`src/rtl/spi_frame_master.sv`:
```
// SPI frame master for the ADS131A0x front end.
// ADC reset sequencing plus full-duplex multi-word frames.
module spi_frame_master #(
  parameter int WORD_BITS      = 24,
  parameter int NUM_WORDS      = 5,
  parameter int CPOL           = 0,
  parameter int CPHA           = 1,
  parameter int CS_SETUP_CYC   = 2,
  parameter int CS_HOLD_CYC    = 2,
  parameter int CS_GAP_CYC     = 4,
  parameter int RESET_LOW_CYC  = 20835,
  parameter int RESET_WAIT_CYC = 83340,
  parameter int AUTO_DRDY      = 0
) (
  input  logic                           synthesized_clock_4_167Mhz,
  input  logic                           reset_n,
  input  logic                           adc_init,
  input  logic                           frame_req,
  input  logic                           drdy_n,
  input  logic [NUM_WORDS*WORD_BITS-1:0] tx_data,
  output logic [NUM_WORDS*WORD_BITS-1:0] rx_data,
  output logic                           frame_done,
  output logic                           busy,
  output logic                           init_done,
  output logic                           overrun,
  output logic [2:0]                     state,
  output logic                           SPI_SCLK,
  output logic                           SPI_MOSI,
  output logic                           SPI_CS,
  output logic                           SPI_RESET,
  input  logic                           SPI_MISO
);

  localparam int FB = NUM_WORDS * WORD_BITS;
  localparam int M1 = (RESET_LOW_CYC > RESET_WAIT_CYC)
                    ? RESET_LOW_CYC : RESET_WAIT_CYC;
  localparam int M2 = (CS_SETUP_CYC > CS_HOLD_CYC)
                    ? CS_SETUP_CYC : CS_HOLD_CYC;
  localparam int M3 = (M2 > CS_GAP_CYC) ? M2 : CS_GAP_CYC;
  localparam int MAXC = (M1 > M3) ? M1 : M3;
  localparam int CW = $clog2(MAXC + 1);
  localparam int BW = $clog2(FB + 1);

  localparam logic [CW-1:0] LOW_LAST   = CW'(RESET_LOW_CYC - 1);
  localparam logic [CW-1:0] WAIT_LAST  = CW'(RESET_WAIT_CYC - 1);
  localparam logic [CW-1:0] SETUP_LAST = CW'(CS_SETUP_CYC - 1);
  localparam logic [CW-1:0] HOLD_LAST  = CW'(CS_HOLD_CYC - 1);
  localparam logic [CW-1:0] GAP_LAST   = CW'(CS_GAP_CYC - 1);
  localparam logic [BW-1:0] BIT_LAST   = BW'(FB - 1);
  localparam logic          SCLK_IDLE  = (CPOL != 0);
  localparam logic          AUTO       = (AUTO_DRDY != 0);

  typedef enum logic [2:0] {
    RST_LOW  = 3'd0,
    RST_WAIT = 3'd1,
    IDLE     = 3'd2,
    SETUP    = 3'd3,
    SHIFT    = 3'd4,
    HOLD     = 3'd5,
    GAP      = 3'd6
  } state_t;

  state_t        state_q;
  logic [CW-1:0] cyc_q;
  logic [BW-1:0] bit_q;
  logic          half_q;
  logic [FB-1:0] tx_sh_q;
  logic [FB-1:0] rx_sh_q;
  logic [FB-1:0] rx_q;
  logic          sclk_q;
  logic          mosi_q;
  logic          cs_q;
  logic          rst_q;
  logic          done_q;
  logic          busy_q;
  logic          init_q;
  logic          ovr_q;
  logic          drdy_s1_q;
  logic          drdy_s2_q;
  logic          drdy_s3_q;
  logic          req_prev_q;

  logic drdy_fall;
  logic trig;
  logic lost;
  logic active;

  assign drdy_fall = drdy_s3_q & ~drdy_s2_q;
  assign trig      = frame_req | (AUTO & drdy_fall);
  assign lost      = (frame_req & ~req_prev_q) | (AUTO & drdy_fall);
  assign active    = (state_q == SETUP) | (state_q == SHIFT)
                   | (state_q == HOLD)  | (state_q == GAP);

  // DRDY synchroniser with one extra stage for fall detection
  always_ff @(posedge synthesized_clock_4_167Mhz or negedge reset_n) begin
    if (!reset_n) begin
      drdy_s1_q  <= 1'b1;
      drdy_s2_q  <= 1'b1;
      drdy_s3_q  <= 1'b1;
      req_prev_q <= 1'b0;
    end else begin
      drdy_s1_q  <= drdy_n;
      drdy_s2_q  <= drdy_s1_q;
      drdy_s3_q  <= drdy_s2_q;
      req_prev_q <= frame_req;
    end
  end

  // Sequencer: ADC reset, then CS setup / bit shifting / hold / gap
  always_ff @(posedge synthesized_clock_4_167Mhz or negedge reset_n) begin
    if (!reset_n) begin
      state_q <= RST_LOW;
      cyc_q   <= '0;
      bit_q   <= '0;
      half_q  <= 1'b0;
      tx_sh_q <= '0;
      rx_sh_q <= '0;
      rx_q    <= '0;
      sclk_q  <= SCLK_IDLE;
      mosi_q  <= 1'b0;
      cs_q    <= 1'b1;
      rst_q   <= 1'b0;
      done_q  <= 1'b0;
      busy_q  <= 1'b1;
      init_q  <= 1'b0;
      ovr_q   <= 1'b0;
    end else begin
      done_q <= 1'b0;
      ovr_q  <= lost & active;
      unique case (state_q)
        RST_LOW: begin
          if (cyc_q == LOW_LAST) begin
            state_q <= RST_WAIT;
            rst_q   <= 1'b1;
            cyc_q   <= '0;
          end else begin
            cyc_q <= cyc_q + CW'(1);
          end
        end
        RST_WAIT: begin
          if (cyc_q == WAIT_LAST) begin
            state_q <= IDLE;
            init_q  <= 1'b1;
            busy_q  <= 1'b0;
            cyc_q   <= '0;
          end else begin
            cyc_q <= cyc_q + CW'(1);
          end
        end
        IDLE: begin
          if (adc_init) begin
            state_q <= RST_LOW;
            init_q  <= 1'b0;
            rst_q   <= 1'b0;
            busy_q  <= 1'b1;
            cyc_q   <= '0;
          end else if (trig) begin
            state_q <= SETUP;
            busy_q  <= 1'b1;
            cs_q    <= 1'b0;
            cyc_q   <= '0;
            if (CPHA == 0) begin
              mosi_q  <= tx_data[FB-1];
              tx_sh_q <= {tx_data[FB-2:0], 1'b0};
            end else begin
              tx_sh_q <= tx_data;
            end
          end
        end
        SETUP: begin
          if (cyc_q == SETUP_LAST) begin
            state_q <= SHIFT;
            cyc_q   <= '0;
            bit_q   <= '0;
            half_q  <= 1'b0;
            sclk_q  <= SCLK_IDLE;
          end else begin
            cyc_q <= cyc_q + CW'(1);
          end
        end
        SHIFT: begin
          if (!half_q) begin
            half_q <= 1'b1;
            sclk_q <= ~SCLK_IDLE;
            if (CPHA != 0) begin
              mosi_q  <= tx_sh_q[FB-1];
              tx_sh_q <= {tx_sh_q[FB-2:0], 1'b0};
            end else begin
              rx_sh_q <= {rx_sh_q[FB-2:0], SPI_MISO};
            end
          end else begin
            half_q <= 1'b0;
            sclk_q <= SCLK_IDLE;
            if (CPHA != 0) begin
              rx_sh_q <= {rx_sh_q[FB-2:0], SPI_MISO};
            end
            if (bit_q == BIT_LAST) begin
              state_q <= HOLD;
              cyc_q   <= '0;
            end else begin
              bit_q <= bit_q + BW'(1);
              if (CPHA == 0) begin
                mosi_q  <= tx_sh_q[FB-1];
                tx_sh_q <= {tx_sh_q[FB-2:0], 1'b0};
              end
            end
          end
        end
        HOLD: begin
          if (cyc_q == HOLD_LAST) begin
            state_q <= GAP;
            cs_q    <= 1'b1;
            rx_q    <= rx_sh_q;
            done_q  <= 1'b1;
            cyc_q   <= '0;
          end else begin
            cyc_q <= cyc_q + CW'(1);
          end
        end
        GAP: begin
          if (cyc_q == GAP_LAST) begin
            state_q <= IDLE;
            busy_q  <= 1'b0;
            cyc_q   <= '0;
          end else begin
            cyc_q <= cyc_q + CW'(1);
          end
        end
        default: begin
          state_q <= RST_LOW;
          cyc_q   <= '0;
        end
      endcase
    end
  end

  assign rx_data    = rx_q;
  assign frame_done = done_q;
  assign busy       = busy_q;
  assign init_done  = init_q;
  assign overrun    = ovr_q;
  assign state      = state_q;
  assign SPI_SCLK   = sclk_q;
  assign SPI_MOSI   = mosi_q;
  assign SPI_CS     = cs_q;
  assign SPI_RESET  = rst_q;

endmodule

```
`config.mk`:
```
export PLATFORM = sky130hd
export DESIGN_NAME = spi_frame_master
export DESIGN_NICKNAME = d
export VERILOG_FILES = /design/src/rtl/spi_frame_master.sv
export SDC_FILE = /design/constraint.sdc
export NUM_CORES = 1
export LEC_CHECK = 0
export BUFFER_PORTS_ARGS = -buffer_cell sky130_fd_sc_hd__buf_2
export CORE_MARGIN = 2
export CORE_UTILIZATION = 57
export CTS_CLUSTER_DIAMETER = 50
export DETAILED_ROUTE_END_ITERATION = 8
export PLACE_DENSITY = 0.76
export SLEW_MARGIN = 15
export SYNTH_ARGS = -nofsm -noshare
export SYNTH_HDL_FRONTEND = slang
export SYNTH_SLANG_ARGS = --single-unit
```
`constraint.sdc`:
```
create_clock -name synthesized_clock_4_167Mhz -period 2.54 [get_ports synthesized_clock_4_167Mhz]
set_input_delay 0.508 -clock synthesized_clock_4_167Mhz [delete_from_list [all_inputs] [get_ports synthesized_clock_4_167Mhz]]
set_output_delay 0.508 -clock synthesized_clock_4_167Mhz [all_outputs]
set_load 0.01 [all_outputs]
```
==> metrics.txt, run 1 <==
# TYPE chip_impl_metric gauge
chip_impl_metric{name="synth-seq-area-share",unit=""} 0.606
chip_impl_metric{name="timing.critical_path.arrival",unit="ns"} 2.83
chip_impl_metric{name="power_density",unit="nW/um^2"} 896
chip_impl_metric{name="final.min_clock_period",unit="ns"} 2.42
chip_impl_metric{name="io_pins",unit=""} 257
chip_impl_metric{name="placeableCoreArea",unit="sq um"} 28500
chip_impl_metric{name="postSynth.asyncResetShare",unit=""} 1.00
chip_impl_metric{name="worst_ir_drop_vdd",unit="uV"} 611
chip_impl_metric{name="routed_via_density",unit=""} 5.17
chip_impl_metric{name="multiInputGateArea",unit="sq um"} 6050
chip_impl_info{name="ys_flop_type",value="sky130_fd_sc_hd__dfrtp_1"} 1
chip_impl_metric{name="power",unit="mW"} 17.8
chip_impl_metric{name="final-hold-violation-count",unit=""} 0
chip_impl_metric{name="grt_start_max_net_pins",unit=""} 133
chip_impl_metric{name="final_core_util",unit=""} 0.697
chip_impl_metric{name="htreeDepth",unit=""} 2
chip_impl_metric{name="met3WireLength",unit="mm"} 1.88
chip_impl_metric{name="layout_setup_ws",unit="ns"} 0.122
chip_impl_info{name="worstHoldPathType",value="input port to flip-flop"} 1
chip_impl_metric{name="wl_per_cell",unit="um"} 15.0
chip_impl_metric{name="cell_area_after_technology_mapping",unit="sq um"} 16400
chip_impl_metric{name="route.antenna.remaining_nets",unit=""} 0
chip_impl_metric{name="gp_congestion",unit=""} 0.864
chip_impl_metric{name="synth.yosys.warnings",unit=""} 0
chip_impl_metric{name="post_layout_nonfiller_instances",unit=""} 2431
chip_impl_info{name="top_cell_family_by_delay_on_the_critical_path",value="simple AND/OR/NAND/NOR gates"} 1
chip_impl_metric{name="syn-num-nets",unit=""} 1889
chip_impl_info{name="timing.critical_path.mode_cell",value="sky130_fd_sc_hd__nand2_1"} 1
chip_impl_metric{name="cp_max_fo",unit=""} 121
chip_impl_metric{name="fp.dieArea",unit="sq um"} 30100
chip_impl_metric{name="slew_headroom",unit=""} 0.580
chip_impl_metric{name="max_cap_violations",unit=""} 0
chip_impl_info{name="most_used_cells_in_the_layout_excluding_fill_and_tap_cells",value="sky130_fd_sc_hd__nand2_1 (863), sky130_fd_sc_hd__dfrtp_1 (394), sky130_fd_sc_hd__buf_2 (254)"} 1
chip_impl_metric{name="setup_viol",unit=""} 0
chip_impl_metric{name="met1_length",unit="mm"} 15.8
chip_impl_metric{name="first_global_vias",unit=""} 12500
chip_impl_metric{name="static_leakage",unit="nW"} 10.7
chip_impl_metric{name="drc",unit=""} 0
chip_impl_metric{name="max-clock-path-buffers",unit=""} 3
chip_impl_metric{name="grt_pass1_wl",unit="mm"} 61.3
chip_impl_metric{name="hold_ws",unit="ns"} 0.117
chip_impl_metric{name="clkSlewWorstSetupHoldPaths",unit="ns"} 0.06
chip_impl_info{name="end_kind",value="flip-flop"} 1
chip_impl_metric{name="fmax",unit="GHz"} 0.414
chip_impl_info{name="tritoncts",value="yes"} 1
chip_impl_metric{name="initial_core_util",unit=""} 0.574
chip_impl_metric{name="routed-via-count",unit=""} 12600
chip_impl_metric{name="ys_types",unit=""} 50
chip_impl_metric{name="floorplan.die.height",unit="um"} 173
chip_impl_metric{name="grt-ovfl-total",unit=""} 0
chip_impl_metric{name="detailed_place.area",unit="sq um"} 18300
chip_impl_metric{name="placement.io_buffers",unit=""} 255
chip_impl_metric{name="cts_sinks",unit=""} 396
chip_impl_metric{name="postRouteWirelength",unit="mm"} 36.5
chip_impl_metric{name="die_w",unit="um"} 173
chip_impl_metric{name="grt_antenna_before_repair",unit=""} 8
chip_impl_info{name="unrepaired_setup_endpoints_after_global_routing",value="false"} 1
chip_impl_metric{name="hpwl",unit="mm"} 23.2
chip_impl_metric{name="cts_made_buffers",unit=""} 43
chip_impl_metric{name="first_iter_violations",unit=""} 952
chip_impl_metric{name="nNetsFinal",unit=""} 2134
chip_impl_metric{name="largest_stage_delay_on_the_critical_path",unit="ns"} 0.53
chip_impl_metric{name="timing.critical_path.buf_inv",unit=""} 1
chip_impl_info{name="leading_cell_type_in_the_layout_fill_and_taps_excluded",value="sky130_fd_sc_hd__nand2_1"} 1
chip_impl_info{name="topRoutingLayerUsed",value="met4"} 1
chip_impl_metric{name="clk-insertion-delay-late",unit="ns"} 0.54
chip_impl_metric{name="yosys_register_bits",unit=""} 396
chip_impl_info{name="clock_tree_root_buffer_cell",value="sky130_fd_sc_hd__clkbuf_16"} 1
chip_impl_metric{name="grt_usage",unit=""} 0.247
chip_impl_metric{name="final_cell_area",unit="sq um"} 19800
chip_impl_info{name="outcome",value="finished, final reports clean"} 1
chip_impl_metric{name="fillerInstances",unit=""} 2202
chip_impl_metric{name="max_slew_violation_count",unit=""} 0
chip_impl_info{name="critical-path-slowest-cell",value="sky130_fd_sc_hd__or4_1"} 1
chip_impl_metric{name="drt-pass1-iter-count",unit=""} 7
chip_impl_metric{name="clock-skew-final",unit="ns"} 0.0106
chip_impl_metric{name="post_synth_inst_count",unit=""} 1759
chip_impl_metric{name="placed_cells_incl_taps",unit=""} 2340
chip_impl_metric{name="areaGrowthSynthToFinish",unit="%"} 21.3
chip_impl_metric{name="rows",unit=""} 62
chip_impl_metric{name="postSynthAreaPerCell",unit="sq um"} 9.30
chip_impl_metric{name="cp_data_required_time",unit="ns"} 2.96
chip_impl_metric{name="sequential_cell_area",unit="sq um"} 9910
chip_impl_metric{name="final_layout_setup_total_negative_slack",unit="ns"} 0
chip_impl_info{name="worstSetupStartpointType",value="flip-flop"} 1
chip_impl_metric{name="synth-edff-count",unit=""} 0
chip_impl_metric{name="met2_wirelength",unit="mm"} 17.4
chip_impl_metric{name="drive_above_1_share",unit=""} 0.189
chip_impl_metric{name="cts_repair_resize_count",unit=""} 0
chip_impl_metric{name="dp_slack",unit="ns"} 0.00425
chip_impl_metric{name="post-route-period-util",unit=""} 0.952
chip_impl_info{name="path_cells",value="or4_1, nor4b_1, nand4_1, buf_12, nand2_1, nand2_1"} 1
chip_impl_info{name="worst-setup-path-type",value="flip-flop to flip-flop"} 1
chip_impl_metric{name="slew_at_the_pin_closest_to_its_max_slew_limit",unit="ns"} 0.629
[final cells by class]
class / count / area share
tap: 384 / 0.0242
inverter: 7 / 0.00132
multi-input combinational: 1257 / 0.305
sequential: 396 / 0.500
clock buffer: 57 / 0.0605
clock inverter: 23 / 0.0158
timing repair buffer: 299 / 0.0929
antenna: 8 / 0.00101
[final timing paths]
kind	slack (ns)	cells after the start	to	from
max	0.12	6	rx_data[94]	cyc_q[13]
min in group asynchronous	0.54	2	tx_sh_q[80]	reset_n
max in group asynchronous	1.21	3	busy	reset_n
min	0.12	1	req_prev_q	frame_req
min reg2reg	0.41	1	overrun	req_prev_q
max reg2reg	0.12	6	rx_data[94]	cyc_q[13]
[sequential cells by signal, summed over array words and instances, names as in the netlist]
| register | cells |
|---|---|
| state | 3 |
| SPI_CS | 1 |
| frame_done | 1 |
| bit_q | 7 |
| busy | 1 |
| cyc_q | 17 |
| rx_data | 120 |
| SPI_SCLK | 1 |
| SPI_MOSI | 1 |
| init_done | 1 |
| rx_sh_q | 120 |
| SPI_RESET | 1 |
| tx_sh_q | 120 |
| overrun | 1 |
| req_prev_q | 1 |
[metal layers]
metal  global-route usage  vias to the layer above
met5                    0                        -
met4               0.0943                        0
met3               0.0421                       88
met2                0.406                      280
met1                0.333                     6073
li1                     -                     6130
[cell families (layout without fill, tap and decap cells)]
group                    count (synthesis)  in the layout  synth area share
multiplexers                           120            120            0.0735
adder cells (fa/ha/maj)                  4              4           0.00306
other                                    0              8                 0
XOR/XNOR                                15             15           0.00803
AND/OR/NAND/NOR                        957            957             0.231
flip-flops                             396            396             0.606
AO/OA/AOI/OAI                          161            161            0.0526
buffers and inverters                  106            386            0.0261
[report_power, final]
part	switching (mW)	internal (mW)	leakage (nW)
registers	0.633	7.32	5.34
logic	1.99	1.29	4.65
clock network	2.57	3.98	0.730
total	5.19	12.6	10.7
[synth_stat cells, drive strengths merged (2+ instances only)]
cell type | number | share of area
a21o | 3 | 0.0014
a21oi | 6 | 0.0018
a31o | 2 | 0.0011
a31oi | 3 | 0.0011
and3 | 7 | 0.0027
buf | 23 | 0.0070
clkbuf | 76 | 0.017
dfrtp | 394 | 0.60
dfstp | 2 | 0.0032
ha | 4 | 0.0031
inv | 7 | 0.0016
mux2i | 119 | 0.073
nand2 | 864 | 0.20
nand2b | 5 | 0.0019
nand3 | 12 | 0.0037
nand3b | 2 | 0.00092
nand4 | 7 | 0.0031
nor2 | 33 | 0.0080
nor2b | 2 | 0.00077
nor3 | 6 | 0.0021
nor3b | 4 | 0.0018
nor4 | 4 | 0.0015
o211ai | 2 | 0.0012
o21ai | 139 | 0.043
or3 | 3 | 0.0011
or4 | 2 | 0.0011
xnor2 | 5 | 0.0027
xor2 | 10 | 0.0054
[repair_timing]
action | in CTS | in global routing
hold buffers | 1 | 0
setup endpoints to repair | 0 | 15
setup buffers | 0 | 2
hold endpoints to repair | 61 | 0
No activity file was read; power rests on OpenSTA's default activity.
==> run 2, diff against run 1 <==
--- a/config.mk
+++ b/config.mk
@@ -6,6 +6,7 @@
 export NUM_CORES = 1
 export LEC_CHECK = 0
 export BUFFER_PORTS_ARGS = -buffer_cell sky130_fd_sc_hd__buf_2
+export CORE_ASPECT_RATIO = 1.25
 export CORE_MARGIN = 2
 export CORE_UTILIZATION = 57
 export CTS_CLUSTER_DIAMETER = 50
==> run 2 against run 1 <==
- routed wire length rose by 0.45%
- sequential power fell by 0.9%
- design area fell by 0.97%
- count of clock-buffer cells in the layout did not move
- power fell by 4.7%
- die area barely moved
- global-route usage rose by 0.45 points
- fmax fell by 2.6%
- clock skew rose by 0.0039 ns
- first-iteration DRC count fell by 14%
- register-to-register slack got worse by 0.06 ns
- critical path type unchanged
==> metrics.txt, run 2 (synthesis results as in run 1) <==
# TYPE chip_impl_metric gauge
chip_impl_metric{name="drt-pass1-iter-count",unit=""} 5
chip_impl_metric{name="final_cell_area",unit="sq um"} 19700
chip_impl_metric{name="power_density",unit="nW/um^2"} 862
chip_impl_metric{name="fillerInstances",unit=""} 2213
chip_impl_info{name="tritoncts",value="yes"} 1
chip_impl_metric{name="setup_viol",unit=""} 0
chip_impl_metric{name="grt_pass1_wl",unit="mm"} 62.2
chip_impl_metric{name="static_leakage",unit="nW"} 10.7
chip_impl_info{name="outcome",value="finished, final reports clean"} 1
chip_impl_metric{name="post-route-period-util",unit=""} 0.977
chip_impl_metric{name="worst_ir_drop_vdd",unit="uV"} 594
chip_impl_metric{name="slew_headroom",unit=""} 0.612
chip_impl_metric{name="floorplan.die.height",unit="um"} 193
chip_impl_metric{name="initial_core_util",unit=""} 0.577
chip_impl_info{name="path_cells",value="or4_4, or4b_4, o211ai_2, nand4_2, buf_6, o21ai_1, o21ai_1"} 1
chip_impl_metric{name="timing.critical_path.buf_inv",unit=""} 1
chip_impl_info{name="most_used_cells_in_the_layout_excluding_fill_and_tap_cells",value="sky130_fd_sc_hd__nand2_1 (863), sky130_fd_sc_hd__dfrtp_1 (394), sky130_fd_sc_hd__buf_2 (254)"} 1
chip_impl_metric{name="max_slew_violation_count",unit=""} 0
chip_impl_metric{name="grt_antenna_before_repair",unit=""} 10
chip_impl_metric{name="placed_cells_incl_taps",unit=""} 2322
chip_impl_info{name="worst-setup-path-type",value="flip-flop to flip-flop"} 1
chip_impl_metric{name="gp_congestion",unit=""} 0.868
chip_impl_metric{name="die_w",unit="um"} 155
chip_impl_metric{name="cts_made_buffers",unit=""} 39
chip_impl_metric{name="htreeDepth",unit=""} 2
chip_impl_info{name="end_kind",value="flip-flop"} 1
chip_impl_metric{name="hold_ws",unit="ns"} 0.178
chip_impl_metric{name="fp.dieArea",unit="sq um"} 30100
chip_impl_metric{name="placeableCoreArea",unit="sq um"} 28300
chip_impl_metric{name="placement.io_buffers",unit=""} 255
chip_impl_metric{name="rows",unit=""} 69
chip_impl_metric{name="sequential_cell_area",unit="sq um"} 9910
chip_impl_metric{name="wl_per_cell",unit="um"} 15.3
chip_impl_metric{name="cts_sinks",unit=""} 396
chip_impl_metric{name="max_cap_violations",unit=""} 0
chip_impl_metric{name="max-clock-path-buffers",unit=""} 3
chip_impl_metric{name="routed_via_density",unit=""} 5.24
chip_impl_metric{name="postRouteWirelength",unit="mm"} 36.6
chip_impl_info{name="worstHoldPathType",value="input port to flip-flop"} 1
chip_impl_metric{name="routed-via-count",unit=""} 12600
chip_impl_metric{name="power",unit="mW"} 16.9
chip_impl_metric{name="timing.critical_path.arrival",unit="ns"} 2.89
chip_impl_metric{name="final-hold-violation-count",unit=""} 0
chip_impl_metric{name="largest_stage_delay_on_the_critical_path",unit="ns"} 0.59
chip_impl_metric{name="clock-skew-final",unit="ns"} 0.0146
chip_impl_metric{name="detailed_place.area",unit="sq um"} 18300
chip_impl_metric{name="route.antenna.remaining_nets",unit=""} 0
chip_impl_metric{name="first_iter_violations",unit=""} 818
chip_impl_metric{name="fmax",unit="GHz"} 0.403
chip_impl_metric{name="slew_at_the_pin_closest_to_its_max_slew_limit",unit="ns"} 0.582
chip_impl_info{name="clock_tree_root_buffer_cell",value="sky130_fd_sc_hd__clkbuf_16"} 1
chip_impl_info{name="timing.critical_path.mode_cell",value="sky130_fd_sc_hd__o21ai_1"} 1
chip_impl_metric{name="nNetsFinal",unit=""} 2143
chip_impl_metric{name="drc",unit=""} 0
chip_impl_info{name="critical-path-slowest-cell",value="sky130_fd_sc_hd__or4_4"} 1
chip_impl_info{name="leading_cell_type_in_the_layout_fill_and_taps_excluded",value="sky130_fd_sc_hd__nand2_1"} 1
chip_impl_metric{name="cp_data_required_time",unit="ns"} 2.94
chip_impl_metric{name="grt_start_max_net_pins",unit=""} 85
chip_impl_metric{name="areaGrowthSynthToFinish",unit="%"} 20.2
chip_impl_metric{name="final.min_clock_period",unit="ns"} 2.48
chip_impl_metric{name="multiInputGateArea",unit="sq um"} 6060
chip_impl_metric{name="clkSlewWorstSetupHoldPaths",unit="ns"} 0.07
chip_impl_metric{name="final_core_util",unit=""} 0.694
chip_impl_metric{name="cp_max_fo",unit=""} 10
chip_impl_metric{name="first_global_vias",unit=""} 12800
chip_impl_metric{name="post_layout_nonfiller_instances",unit=""} 2402
chip_impl_metric{name="grt_usage",unit=""} 0.252
chip_impl_info{name="top_cell_family_by_delay_on_the_critical_path",value="simple AND/OR/NAND/NOR gates"} 1
chip_impl_metric{name="io_pins",unit=""} 257
chip_impl_metric{name="clk-insertion-delay-late",unit="ns"} 0.54
chip_impl_metric{name="grt-ovfl-total",unit=""} 0
chip_impl_metric{name="hpwl",unit="mm"} 24.2
chip_impl_metric{name="drive_above_1_share",unit=""} 0.190
chip_impl_info{name="worstSetupStartpointType",value="flip-flop"} 1
## run 2: changes by cell type in the layout (fill, tap and decap cells not counted), moves of 2 or more
cell	before	now
sky130_fd_sc_hd__clkinvlp_4	4	2
sky130_fd_sc_hd__clkbuf_8	5	10
sky130_fd_sc_hd__buf_6	0	2
sky130_fd_sc_hd__clkbuf_16	44	39
sky130_fd_sc_hd__clkinv_4	3	0
sky130_fd_sc_hd__bufinv_16	6	1
sky130_fd_sc_hd__buf_4	25	36
## run 2: power breakdown
part	switching (mW)	internal, mW
clock network	2.36	3.23
logic	2.06	1.41
registers	0.566	7.32
## run 2: area by class of cell
type,instances,area share
Multi-Input combinational cell,1257,0.309
Clock buffer,57,0.0582
Tap cell,355,0.0226
Sequential cell,396,0.504
Clock inverter,10,0.00465
Antenna cell,8,0.00102
Timing Repair Buffer,312,0.0992
Inverter,7,0.00134
## run 2: timing repair
item | in CTS | in global routing
hold buffers | 1 | 0
pin swaps | 1 | 1
hold endpoints to repair | 52 | 0
gates resized for setup | 0 | 5
setup endpoints to repair | 4 | 123
buffers inserted | 3 | 0
## run 2: metal layers
| layer | routed length, um | GRT usage |
|---|---|---|
| met4 | 1080 | 0.0985 |
| met2 | 18100 | 0.423 |
| met5 | 25 | 0 |
| met1 | 15500 | 0.328 |
| met3 | 1940 | 0.0423 |
## run 2: worst paths after layout
kind	from	end	slack (ns)	cells after the start
worst max-delay path	cyc_q[11]	state[1]	0.06	7
worst min-delay path	SPI_MISO	rx_sh_q[0]	0.18	3
worst max register to register	cyc_q[11]	state[1]	0.06	7
worst min register to register	req_prev_q	overrun	0.41	1
max in group asynchronous	reset_n	rx_data[23]	1.23	3
min in group asynchronous	reset_n	tx_sh_q[77]	0.54	2
## run 2: worst register-to-register path, delay by kind of cell (launching register included)
family,cells,cell delay [ns]
AOI/OAI and AO/OA,3,0.44
and+or+nand+nor,3,1.35
DFF,1,0.40
buffers and inverters,1,0.19
## run 2: metrics by stage
| stage | setup TNS (ns) | setup slack [ns] |
|---|---|---|
| floorplan | 0 | 0.223 |
| global placement | 0 | 0.00238 |
| detailed placement | -1.20 | -0.0653 |
| CTS | 0 | 0.0310 |
| global route | -0.0150 | -0.0150 |
| finish | 0 | 0.0579 |
==> run 3, diff against run 2 <==
--- a/config.mk
+++ b/config.mk
@@ -8,10 +8,11 @@
 export BUFFER_PORTS_ARGS = -buffer_cell sky130_fd_sc_hd__buf_2
 export CORE_ASPECT_RATIO = 1.25
 export CORE_MARGIN = 2
-export CORE_UTILIZATION = 57
+export CORE_UTILIZATION = 51
 export CTS_CLUSTER_DIAMETER = 50
 export DETAILED_ROUTE_END_ITERATION = 8
-export PLACE_DENSITY = 0.76
+export MAX_ROUTING_LAYER = met4
+export PLACE_DENSITY = 0.72
 export SLEW_MARGIN = 15
 export SYNTH_ARGS = -nofsm -noshare
 export SYNTH_HDL_FRONTEND = slang
==> constraint.sdc (replaced) <==
create_clock -name synthesized_clock_4_167Mhz -period 2.2 [get_ports synthesized_clock_4_167Mhz]
set_input_delay 0.44 -clock synthesized_clock_4_167Mhz [delete_from_list [all_inputs] [get_ports synthesized_clock_4_167Mhz]]
set_output_delay 0.44 -clock synthesized_clock_4_167Mhz [all_outputs]
set_load 0.01 [all_outputs]
==> run 3 against run 2 <==
- the run now ends with setup timing left
- cell count is 3.3% higher
- fmax up 7.5%
- via count decreased by 0.21%
- register-to-register slack worse by 0.17 ns
- clock skew is 0.00072 ns lower
- global-route usage down 2.1 points
- sequential power grew 16%
- die area grew 11%
- hold slack got worse by 0.13 ns
- critical path depth unchanged
- combinational power is 21% higher
- critical endpoint unchanged
- highest routed layer is now met4
==> metrics.txt, run 3 (synthesis results as in run 1) <==
# TYPE chip_impl_metric gauge
chip_impl_metric{name="hpwl",unit="mm"} 24.4
chip_impl_metric{name="routed_via_density",unit=""} 5.06
chip_impl_info{name="worstHoldPathType",value="input port to flip-flop"} 1
chip_impl_info{name="min_from",value="frame_req"} 1
chip_impl_metric{name="post-route-period-util",unit=""} 1.05
chip_impl_info{name="end_kind",value="flip-flop"} 1
chip_impl_metric{name="htreeDepth",unit=""} 2
chip_impl_metric{name="ff2ff_path_depth",unit=""} 7
chip_impl_metric{name="first_iter_violations",unit=""} 831
chip_impl_metric{name="areaGrowthSynthToFinish",unit="%"} 23.8
chip_impl_metric{name="rows",unit=""} 73
chip_impl_metric{name="clkSlewWorstSetupHoldPaths",unit="ns"} 0.06
chip_impl_metric{name="cts_made_buffers",unit=""} 41
chip_impl_metric{name="die_w",unit="um"} 164
chip_impl_metric{name="grt_usage",unit=""} 0.230
chip_impl_info{name="unrepaired_setup_endpoints_after_global_routing",value="true"} 1
chip_impl_metric{name="timing.critical_path.arrival",unit="ns"} 2.72
chip_impl_info{name="tritoncts",value="yes"} 1
chip_impl_metric{name="final.min_clock_period",unit="ns"} 2.31
chip_impl_info{name="r2r_end",value="state[1]"} 1
chip_impl_metric{name="grt_pass1_wl",unit="mm"} 60.9
chip_impl_metric{name="max_slew_violation_count",unit=""} 0
chip_impl_metric{name="grt_antenna_before_repair",unit=""} 4
chip_impl_metric{name="fp.dieArea",unit="sq um"} 33500
chip_impl_info{name="leading_cell_type_in_the_layout_fill_and_taps_excluded",value="sky130_fd_sc_hd__nand2_1"} 1
chip_impl_metric{name="initial_core_util",unit=""} 0.516
chip_impl_info{name="clock_tree_root_buffer_cell",value="sky130_fd_sc_hd__clkbuf_16"} 1
chip_impl_metric{name="slew_at_the_pin_closest_to_its_max_slew_limit",unit="ns"} 0.492
chip_impl_metric{name="slew_headroom",unit=""} 0.672
chip_impl_metric{name="route.antenna.remaining_nets",unit=""} 0
chip_impl_metric{name="drc",unit=""} 0
chip_impl_metric{name="worst_ir_drop_vdd",unit="uV"} 638
chip_impl_metric{name="cts_sinks",unit=""} 396
chip_impl_metric{name="gp_congestion",unit=""} 0.838
chip_impl_metric{name="final_core_util",unit=""} 0.639
chip_impl_metric{name="first_global_vias",unit=""} 12500
chip_impl_metric{name="wl_per_cell",unit="um"} 15.1
chip_impl_metric{name="holdPathStages",unit=""} 1
chip_impl_metric{name="drive_above_1_share",unit=""} 0.202
chip_impl_info{name="outcome",value="finished with violations"} 1
chip_impl_metric{name="final_layout_setup_total_negative_slack",unit="ns"} -1.48
chip_impl_metric{name="final-hold-violation-count",unit=""} 0
chip_impl_metric{name="clk-insertion-delay-late",unit="ns"} 0.53
chip_impl_metric{name="static_leakage",unit="nW"} 10.9
chip_impl_metric{name="io_pins",unit=""} 257
chip_impl_info{name="worstHoldEndpoint",value="req_prev_q"} 1
chip_impl_info{name="worst-setup-path-type",value="flip-flop to flip-flop"} 1
chip_impl_metric{name="placeableCoreArea",unit="sq um"} 31700
chip_impl_metric{name="placement.io_buffers",unit=""} 255
chip_impl_metric{name="grt_start_max_net_pins",unit=""} 94
chip_impl_metric{name="routed-via-count",unit=""} 12600
chip_impl_metric{name="cp_data_required_time",unit="ns"} 2.62
chip_impl_metric{name="max-clock-path-buffers",unit=""} 3
chip_impl_metric{name="floorplan.die.height",unit="um"} 204
chip_impl_metric{name="power_density",unit="nW/um^2"} 1020
chip_impl_metric{name="layout_setup_ws",unit="ns"} -0.109
chip_impl_metric{name="drt-pass1-iter-count",unit=""} 6
chip_impl_metric{name="postRouteWirelength",unit="mm"} 37.5
chip_impl_metric{name="max_cap_violations",unit=""} 0
chip_impl_metric{name="nNetsFinal",unit=""} 2168
chip_impl_metric{name="grt-ovfl-total",unit=""} 0
chip_impl_metric{name="fmax",unit="GHz"} 0.433
chip_impl_metric{name="clock-skew-final",unit="ns"} 0.0138
chip_impl_metric{name="setup.reg_to_reg.worst_slack",unit="ns"} -0.11
chip_impl_metric{name="cp_max_fo",unit=""} 10
chip_impl_info{name="rr_startpoint",value="cyc_q[11]"} 1
chip_impl_info{name="most_used_cells_in_the_layout_excluding_fill_and_tap_cells",value="sky130_fd_sc_hd__nand2_1 (863), sky130_fd_sc_hd__dfrtp_1 (394), sky130_fd_sc_hd__buf_2 (254)"} 1
chip_impl_info{name="failed_checks",value="setup timing"} 1
chip_impl_metric{name="setup_viol",unit=""} 61
chip_impl_info{name="worstSetupStartpointType",value="flip-flop"} 1
## run 3: layout make-up
cell class / instances / area (sq um)
antenna: 4 / 10.0
clock buffer: 60 / 1230
clock inverter: 11 / 209
fill: 2582 / 11500
inverter: 7 / 26.3
multi-input combinational: 1257 / 6090
sequential: 396 / 9910
tap: 412 / 515
timing repair buffer: 335 / 2240
## run 3: routing by layer
metal,global-route usage,wire length [um]
met4,0.0755,1140
met1,0.284,15700
met5,-,0
met2,0.383,18600
met3,0.0436,2040
## run 3: timing repair
action,in CTS,in global routing
hold endpoints to repair,43,0
cloned,1,1
resized for setup,6,12
hold buffers,1,0
pin swaps,0,3
setup endpoints to repair,139,219
setup buffers,1,3
## run 3: worst max-delay path: stages (launching register included)
cell                       delay (ns)
sky130_fd_sc_hd__dfrtp_1         0.38
sky130_fd_sc_hd__or4_4           0.57
sky130_fd_sc_hd__or4b_4          0.54
sky130_fd_sc_hd__o211ai_2        0.20
sky130_fd_sc_hd__nand4_4         0.11
sky130_fd_sc_hd__buf_4           0.20
sky130_fd_sc_hd__o21ai_1         0.13
sky130_fd_sc_hd__o21ai_1         0.08
## run 3: how the worst max path moves through the flow
stage	start	to	slack [ns]	cells past startpoint
after detailed placement	cyc_q[11]	cyc_q[4]	-0.07	7
final	cyc_q[11]	state[1]	-0.11	7
after global placement	cyc_q[11]	state[1]	-0.06	7
after floorplan	cyc_q[4]	cyc_q[8]	-0.04	7
after CTS	cyc_q[11]	state[1]	-0.08	7
after global routing	cyc_q[11]	state[1]	-0.19	7
## run 3: where the power goes
| group | total [mW] | internal (mW) | switching, mW |
|---|---|---|---|
| sequential | 9.15 | 8.46 | 0.694 |
| clock | 7.36 | 4.57 | 2.79 |
| combinational | 4.21 | 1.81 | 2.41 |
| total | 20.7 | 14.8 | 5.89 |
## run 3: through the flow
stage / power [mW] / hold WS (ns) / worst slack (ns) / instances / area (sq um)
floorplan: 11.8 / 0.144 / -0.0400 / 1759 / 16400
global placement: 13.1 / 0.391 / -0.0598 / 2400 / 18600
detailed placement: 13.3 / 0.406 / -0.0743 / 2400 / 18600
finish: 20.7 / 0.0510 / -0.109 / 2482 / 20200
CTS: 20.8 / 0.0327 / -0.0817 / 2474 / 20100
global route: 21.8 / 0.0429 / -0.192 / 2482 / 20200
